`src/rtl/imem_line_responder_if.sv`:
```
// Fetch-side and backing-memory signals of the instruction line responder.
// The responder uses the slave modport; the IF stage / memory side uses master.
interface imem_line_responder_if;
    logic        req;
    logic [31:0] addr;
    logic        inv;
    logic [31:0] instr;
    logic        instr_valid;
    logic        stall;
    logic        mem_req;
    logic [31:0] mem_addr;
    logic [31:0] mem_rdata;
    logic        mem_ack;

    modport slave (
        input  req, addr, inv, mem_rdata, mem_ack,
        output instr, instr_valid, stall, mem_req, mem_addr
    );

    modport master (
        output req, addr, inv, mem_rdata, mem_ack,
        input  instr, instr_valid, stall, mem_req, mem_addr
    );
endinterface

```
`src/rtl/imem_line_responder.sv`:
```
// Single-line instruction buffer: same-cycle hits, in-order beat refill on a miss.
// stall is meant to drive the PC enable as ~stall.
module imem_line_responder #(
    parameter int LINE_WORDS = 4
) (
    input  logic                  clk,
    input  logic                  rst,
    imem_line_responder_if.slave  bus
);
    localparam int OFF_W = $clog2(LINE_WORDS);
    localparam int TAG_W = 30 - OFF_W;
    localparam logic [0:0] ST_IDLE = 1'b0;
    localparam logic [0:0] ST_FILL = 1'b1;
    localparam logic [OFF_W-1:0] LAST_BEAT = OFF_W'(LINE_WORDS - 1);

    logic [0:0]       state_q, state_d;
    logic             line_valid_q, line_valid_d;
    logic [TAG_W-1:0] line_tag_q, line_tag_d;
    logic [31:0]      fill_base_q, fill_base_d;
    logic [OFF_W-1:0] beat_q, beat_d;
    logic             fill_kill_q, fill_kill_d;
    logic [31:0]      data_q [LINE_WORDS];
    logic [31:0]      data_d [LINE_WORDS];

    logic [TAG_W-1:0] tag_s;
    logic [OFF_W-1:0] idx_s;
    logic             hit_s;
    logic [31:0]      beat_addr_s;
    logic             addr_unused_s;

    assign tag_s         = bus.addr[31:OFF_W+2];
    assign idx_s         = bus.addr[OFF_W+1:2];
    assign addr_unused_s = ^bus.addr[1:0];
    assign hit_s         = (state_q == ST_IDLE) && line_valid_q && (tag_s == line_tag_q);
    assign beat_addr_s   = fill_base_q + {{TAG_W{1'b0}}, beat_q, 2'b00};

    // Fetch and memory outputs; all quiet while reset is asserted.
    always_comb begin
        bus.instr       = 32'h0000_0000;
        bus.instr_valid = 1'b0;
        bus.stall       = 1'b0;
        bus.mem_req     = 1'b0;
        bus.mem_addr    = 32'h0000_0000;
        if (rst) begin
            bus.instr = 32'h0000_0000;
        end else if (state_q == ST_FILL) begin
            bus.stall    = 1'b1;
            bus.mem_req  = 1'b1;
            bus.mem_addr = beat_addr_s;
        end else begin
            bus.instr       = data_q[idx_s];
            bus.instr_valid = bus.req && hit_s;
            bus.stall       = bus.req && !hit_s;
        end
    end

    // Next-state: miss detection, beat sequencing and line commit.
    always_comb begin
        state_d      = state_q;
        line_valid_d = line_valid_q;
        line_tag_d   = line_tag_q;
        fill_base_d  = fill_base_q;
        beat_d       = beat_q;
        fill_kill_d  = fill_kill_q;
        data_d       = data_q;
        case (state_q)
            ST_IDLE: begin
                if (bus.inv) begin
                    line_valid_d = 1'b0;
                end else begin
                    line_valid_d = line_valid_q;
                end
                if (bus.req && !hit_s) begin
                    state_d     = ST_FILL;
                    fill_base_d = {tag_s, {(OFF_W+2){1'b0}}};
                    beat_d      = {OFF_W{1'b0}};
                    fill_kill_d = 1'b0;
                end else begin
                    state_d = ST_IDLE;
                end
            end
            ST_FILL: begin
                // An invalidate mid-burst cannot abort it, only poison the result.
                if (bus.inv) begin
                    fill_kill_d = 1'b1;
                end else begin
                    fill_kill_d = fill_kill_q;
                end
                if (bus.mem_ack) begin
                    data_d[beat_q] = bus.mem_rdata;
                    if (beat_q == LAST_BEAT) begin
                        state_d      = ST_IDLE;
                        beat_d       = {OFF_W{1'b0}};
                        line_tag_d   = fill_base_q[31:OFF_W+2];
                        line_valid_d = !fill_kill_q && !bus.inv;
                    end else begin
                        beat_d = beat_q + OFF_W'(1);
                    end
                end else begin
                    beat_d = beat_q;
                end
            end
            default: begin
                state_d = ST_IDLE;
            end
        endcase
    end

    // Control state registers with synchronous reset.
    always_ff @(posedge clk) begin
        if (rst) begin
            state_q      <= ST_IDLE;
            line_valid_q <= 1'b0;
            line_tag_q   <= {TAG_W{1'b0}};
            fill_base_q  <= 32'h0000_0000;
            beat_q       <= {OFF_W{1'b0}};
            fill_kill_q  <= 1'b0;
        end else begin
            state_q      <= state_d;
            line_valid_q <= line_valid_d;
            line_tag_q   <= line_tag_d;
            fill_base_q  <= fill_base_d;
            beat_q       <= beat_d;
            fill_kill_q  <= fill_kill_d;
        end
    end

    // Line data is never read before line_valid, so it carries no reset.
    always_ff @(posedge clk) begin
        data_q <= data_d;
    end
endmodule
```
`src/flat_wrapper.sv`:
```
// flat-port wrapper written by rule: the top's interface ports become plain ports
module imem_line_responder_flat 
#(
    parameter int LINE_WORDS = 4
)
  (clk, rst, bus_req, bus_addr, bus_inv, bus_mem_rdata, bus_mem_ack, bus_instr, bus_instr_valid, bus_stall, bus_mem_req, bus_mem_addr);
  imem_line_responder_if bus_i ();
  input  logic clk;
  input  logic rst;
  input wire logic [$bits(bus_i.req)-1:0] bus_req;
  input wire logic [$bits(bus_i.addr)-1:0] bus_addr;
  input wire logic [$bits(bus_i.inv)-1:0] bus_inv;
  input wire logic [$bits(bus_i.mem_rdata)-1:0] bus_mem_rdata;
  input wire logic [$bits(bus_i.mem_ack)-1:0] bus_mem_ack;
  output wire logic [$bits(bus_i.instr)-1:0] bus_instr;
  output wire logic [$bits(bus_i.instr_valid)-1:0] bus_instr_valid;
  output wire logic [$bits(bus_i.stall)-1:0] bus_stall;
  output wire logic [$bits(bus_i.mem_req)-1:0] bus_mem_req;
  output wire logic [$bits(bus_i.mem_addr)-1:0] bus_mem_addr;
  assign bus_i.req = bus_req;
  assign bus_i.addr = bus_addr;
  assign bus_i.inv = bus_inv;
  assign bus_i.mem_rdata = bus_mem_rdata;
  assign bus_i.mem_ack = bus_mem_ack;
  assign bus_instr = bus_i.instr;
  assign bus_instr_valid = bus_i.instr_valid;
  assign bus_stall = bus_i.stall;
  assign bus_mem_req = bus_i.mem_req;
  assign bus_mem_addr = bus_i.mem_addr;
  imem_line_responder #(.LINE_WORDS(LINE_WORDS)) u_core (.clk(clk), .rst(rst), .bus(bus_i));
endmodule
```
`config.mk`:
```
export PLATFORM = sky130hd
export DESIGN_NAME = imem_line_responder_flat
export DESIGN_NICKNAME = d
export VERILOG_FILES = /design/src/rtl/imem_line_responder_if.sv /design/src/rtl/imem_line_responder.sv /design/src/flat_wrapper.sv
export SDC_FILE = /design/constraint.sdc
export NUM_CORES = 1
export LEC_CHECK = 0
export ABC_AREA = 1
export CAP_MARGIN = 20
export CORE_ASPECT_RATIO = 2
export CORE_MARGIN = 1.5
export CORE_UTILIZATION = 53
export DETAILED_ROUTE_END_ITERATION = 16
export GPL_TIMING_DRIVEN = 0
export HOLD_SLACK_MARGIN = 0.05
export PLACE_DENSITY = 0.8
export SYNTH_ARGS = -nofsm -noshare
export SYNTH_HDL_FRONTEND = slang
export SYNTH_SLANG_ARGS = --single-unit
```
`constraint.sdc`:
```
create_clock -name clk -period 3.35 [get_ports clk]
set_input_delay 0.5025 -clock clk [delete_from_list [all_inputs] [get_ports clk]]
set_output_delay 0.5025 -clock clk [all_outputs]
set_load 0.02 [all_outputs]
```
==> key figures <==
CTS
  • Number of buffers created by CTS: 17
  • Number of H-tree levels: 4
  • Cell at the root of the clock tree: clkbuf_16
  • Count of buffers added by post-CTS timing repair for setup: 0
  • Clk sinks: 189
  • CTS tree: done
  • Clock slew at reported path FFs: about 70 ps
  • Hold buffers post-CTS: 0
  • Number of buffers on the longest clock path: 2
  • Source-to-sink clock delay at the later pin of the worst-skew pair: 430 ps

Detailed routing
  • Initial DRC Count: just over 400
  • WL/cell: ~16 µm
  • Routed vias: roughly 6400
  • Post-detailed-route count of antenna-violating nets: 0
  • WL final: 19800 µm
  • Initial DRT Pass Iterations: 6
  • Final routed DRC violation total: 0
  • Via density per instance: about 5.2

Yosys
  • Fraction of the yosys area taken by sequential cells: about 64%
  • Area fraction of the dominant cell type after synthesis: a little under 50%
  • Synth cell types: 24
  • Mapped cell area: 0.00794 mm²
  • Async set-or-reset flop fraction in the synthesized netlist: 0%
  • Post-synth top flop: edfxtp_1
  • Count of synthesis-stage warnings from yosys: 0
  • Dominant cell type by area after synthesis: edfxtp_1
  • Synth Instances: ~850
  • Flip-flop and latch count after synthesis: roughly 190
  • Number of flops mapped to enable cells by yosys: around 130
  • Cell types with the largest area share after synthesis: edfxtp_1, dfxtp_1, nor2_1
  • Avg Cell Area, Syn: ~9.3 µm²

Power and ir drop
  • Total leakage power: ~3.7 nW
  • Power density over the cells: around 500 mW/mm²
  • Internal power: around 4.0 mW
  • Sequential share of power: approximately half
  • Proportion of total power due to net switching: a little under a quarter
  • Sw Pwr: roughly 1.2 mW
  • Comb pwr share: 10.7%
  • IR Drop Worst-Case VDD: 0.000370 V
  • Total Power: between 5 and 6 mW
  • Clk pwr share: approximately 40%

Global route
  • Pin count of the biggest net entering global routing: 33
  • Wire length of the first global-routing pass: between 30000 and 40000 µm
  • Number of antenna violations at the first check in global routing: 1
  • Vias in the first global route: around 6200
  • GRT overflow: 0
  • Total global-route track usage: between 20% and 30%

Flow run
  • MaxCap Viol Count: 0

Timing
  • Unrepaired setup endpoints after global routing: no
  • Final hold violation count: 0
  • Measured slew at the worst slew-check pin: 641 ps
  • Setup violations, final: 0
  • Maximum clock skew at final layout: between 15 and 20 ps
  • Tcrit/Tclk final: 95.6%
  • Relative slew slack: about 57%
  • Count of final max-slew check failures: 0
  • Time the final worst path needs with I/O delays and setup: 3200 ps
  • Worst Setup Slack, final: 146 ps
  • Max frequency: 0.312 GHz

Final layout
  • Leading cell types in the layout, fill and taps excluded: nor2_1, clkdlybuf4s50_1, edfxtp_1
  • Nets@finish: roughly 1100
  • Post-synthesis to final-layout area growth: 28.7%
  • Share of final-layout standard cells stronger than drive strength 1: slightly below 7%
  • Most frequent standard cell in the layout excluding fill and tap cells: nor2_1

Die
  • Top-level port count: between 100 and 150
  • Horizontal die dimension: 89.6 µm
  • Die height: around 180 µm
  • Std-Cell Rows: 63
  • Core region area: ~0.015 mm²
  • Die Outline Area: between 0.015 and 0.02 mm²
  • Starting density of the core: 53.9%

Critical path
  • Crit path max-delay cell type: clkdlybuf4s50_1
  • Crit-path leading delay family: buffers and inverters
  • Crit path largest cell delay: about 650 ps
  • Critical Path AT: between 2000 and 3000 ps
  • Type of origin of the critical path: primary input
  • Kind of critical path: primary input to output port
  • Cells along the critical path: clkdlybuf4s50_1 -> clkbuf_2 -> buf_2 -> nor2_1 -> nor2_1 -> o21ai_0 -> a21oi_1 -> clkdlybuf4s50_1
  • CP Data Required Time: 2850 ps
  • Crit. End Element: output port
  • Critical path peak fanout: 10
  • Combined buffer and inverter count along the critical path: 4

Placement
  • Sum of net half-perimeters after detailed placement: 14100 µm
  • Last weighted congestion value of the routability-driven placer: between 0.9 and 1
  • Pre-CTS setup slack: -243 ps
  • Number of buffers added on ports: 129

Status
  • Status: complete, no violations

Min path
  • Class of the most critical hold timing path: flip-flop to flip-flop
[power groups by stage]
stage	registers, mW	logic, mW	clock network, mW
after floorplan	2.63	0.287	0
after global placement	2.64	0.533	0
after detailed placement	2.64	0.553	0
after CTS	2.59	0.557	2.08
after global routing	2.59	0.614	2.16
final	2.59	0.559	2.07
[worst min-delay path, stage by stage, from the launching register on]
cell	delay, ps
dfxtp_1	310
inv_1	60
a21oi_1	50
[worst paths after layout]
path | slack [ps] | start | endpoint | depth (start not counted)
worst max-delay path | 150 | bus_addr[2] | bus_instr[11] | 8
worst min-delay path | 470 | u_core.line_tag_q[7] | u_core.line_tag_q[7] | 2
worst max register to register | 1480 | u_core.state_q | u_core.line_tag_q[25] | 7
worst min register to register | 470 | u_core.line_tag_q[7] | u_core.line_tag_q[7] | 2
[layer usage]
metal | vias up | global-route usage, % | routed length, µm
met3 | 55 | 4.35 | 1160
met4 | 0 | 15.7 | 865
li1 | 3116 | - | -
met2 | 267 | 48.8 | 11200
met1 | 2938 | 24.8 | 6640
met5 | - | 0 | 0
[registers in the layout, summed over array words and instances (netlist names)]
signal               count
u_core.fill_kill_q       1
u_core.line_tag_q       28
u_core.beat_q            2
u_core.data_q          128
u_core.state_q           1
u_core.line_valid_q      1
u_core.fill_base_q      28
[stage by stage]
step                      area, µm²  utilization (%)  setup TNS [ps]  std cells  hold slack [ps]
after floorplan                7940                -               0        855              439
after global placement         9480             64.3          -65470       1179              452
after detailed placement       9590             65.1           -4340       1183              460
after CTS                     10200             69.3               0       1215              472
after global routing          10200             69.3               0       1216              496
final                         10200             69.3               0       1216              472
[cells in the mapped netlist, types with 2 or more instances]
cell type  number
nor2_1        242
edfxtp_1      128
o21ai_0       125
nand2_1        98
dfxtp_1        61
a21oi_1        57
inv_1          57
clkbuf_1       34
nor2_2         10
buf_1           8
xnor2_1         6
buf_2           4
ha_1            4
nand3_1         4
buf_6           3
buf_4           2
inv_2           2
nand2_2         2
nor3_1          2
[cells by family (layout without fill, tap and decap cells)]
| logic type | count (synthesis) | count (layout) | synth area share [%] |
|---|---|---|---|
| compound gates | 182 | 182 | 11.5 |
| xor+xnor | 7 | 7 | 0.772 |
| fa+ha+maj | 4 | 4 | 0.630 |
| buf+inv | 111 | 276 | 5.69 |
| flops | 189 | 189 | 63.8 |
| other cells | 1 | 3 | 0.0472 |
| simple gates | 360 | 360 | 17.6 |
[area by class of cell]
cell class / instances / area, µm²
Tap cell: 195 / 244
Timing Repair Buffer: 133 / 1380
Inverter: 60 / 225
Antenna cell: 1 / 2.50
Clock inverter: 14 / 184
Fill cell: 1101 / 4520
Buffer: 51 / 241
Clock buffer: 18 / 429
Sequential cell: 189 / 5060
Multi-Input combinational cell: 555 / 2450
[what timing repair did]
action	in CTS	in global routing
gates resized for setup	6	5
setup endpoints to repair	32	14
pin swaps	0	0
cloned	0	0
(Power assumes the default switching activity.)
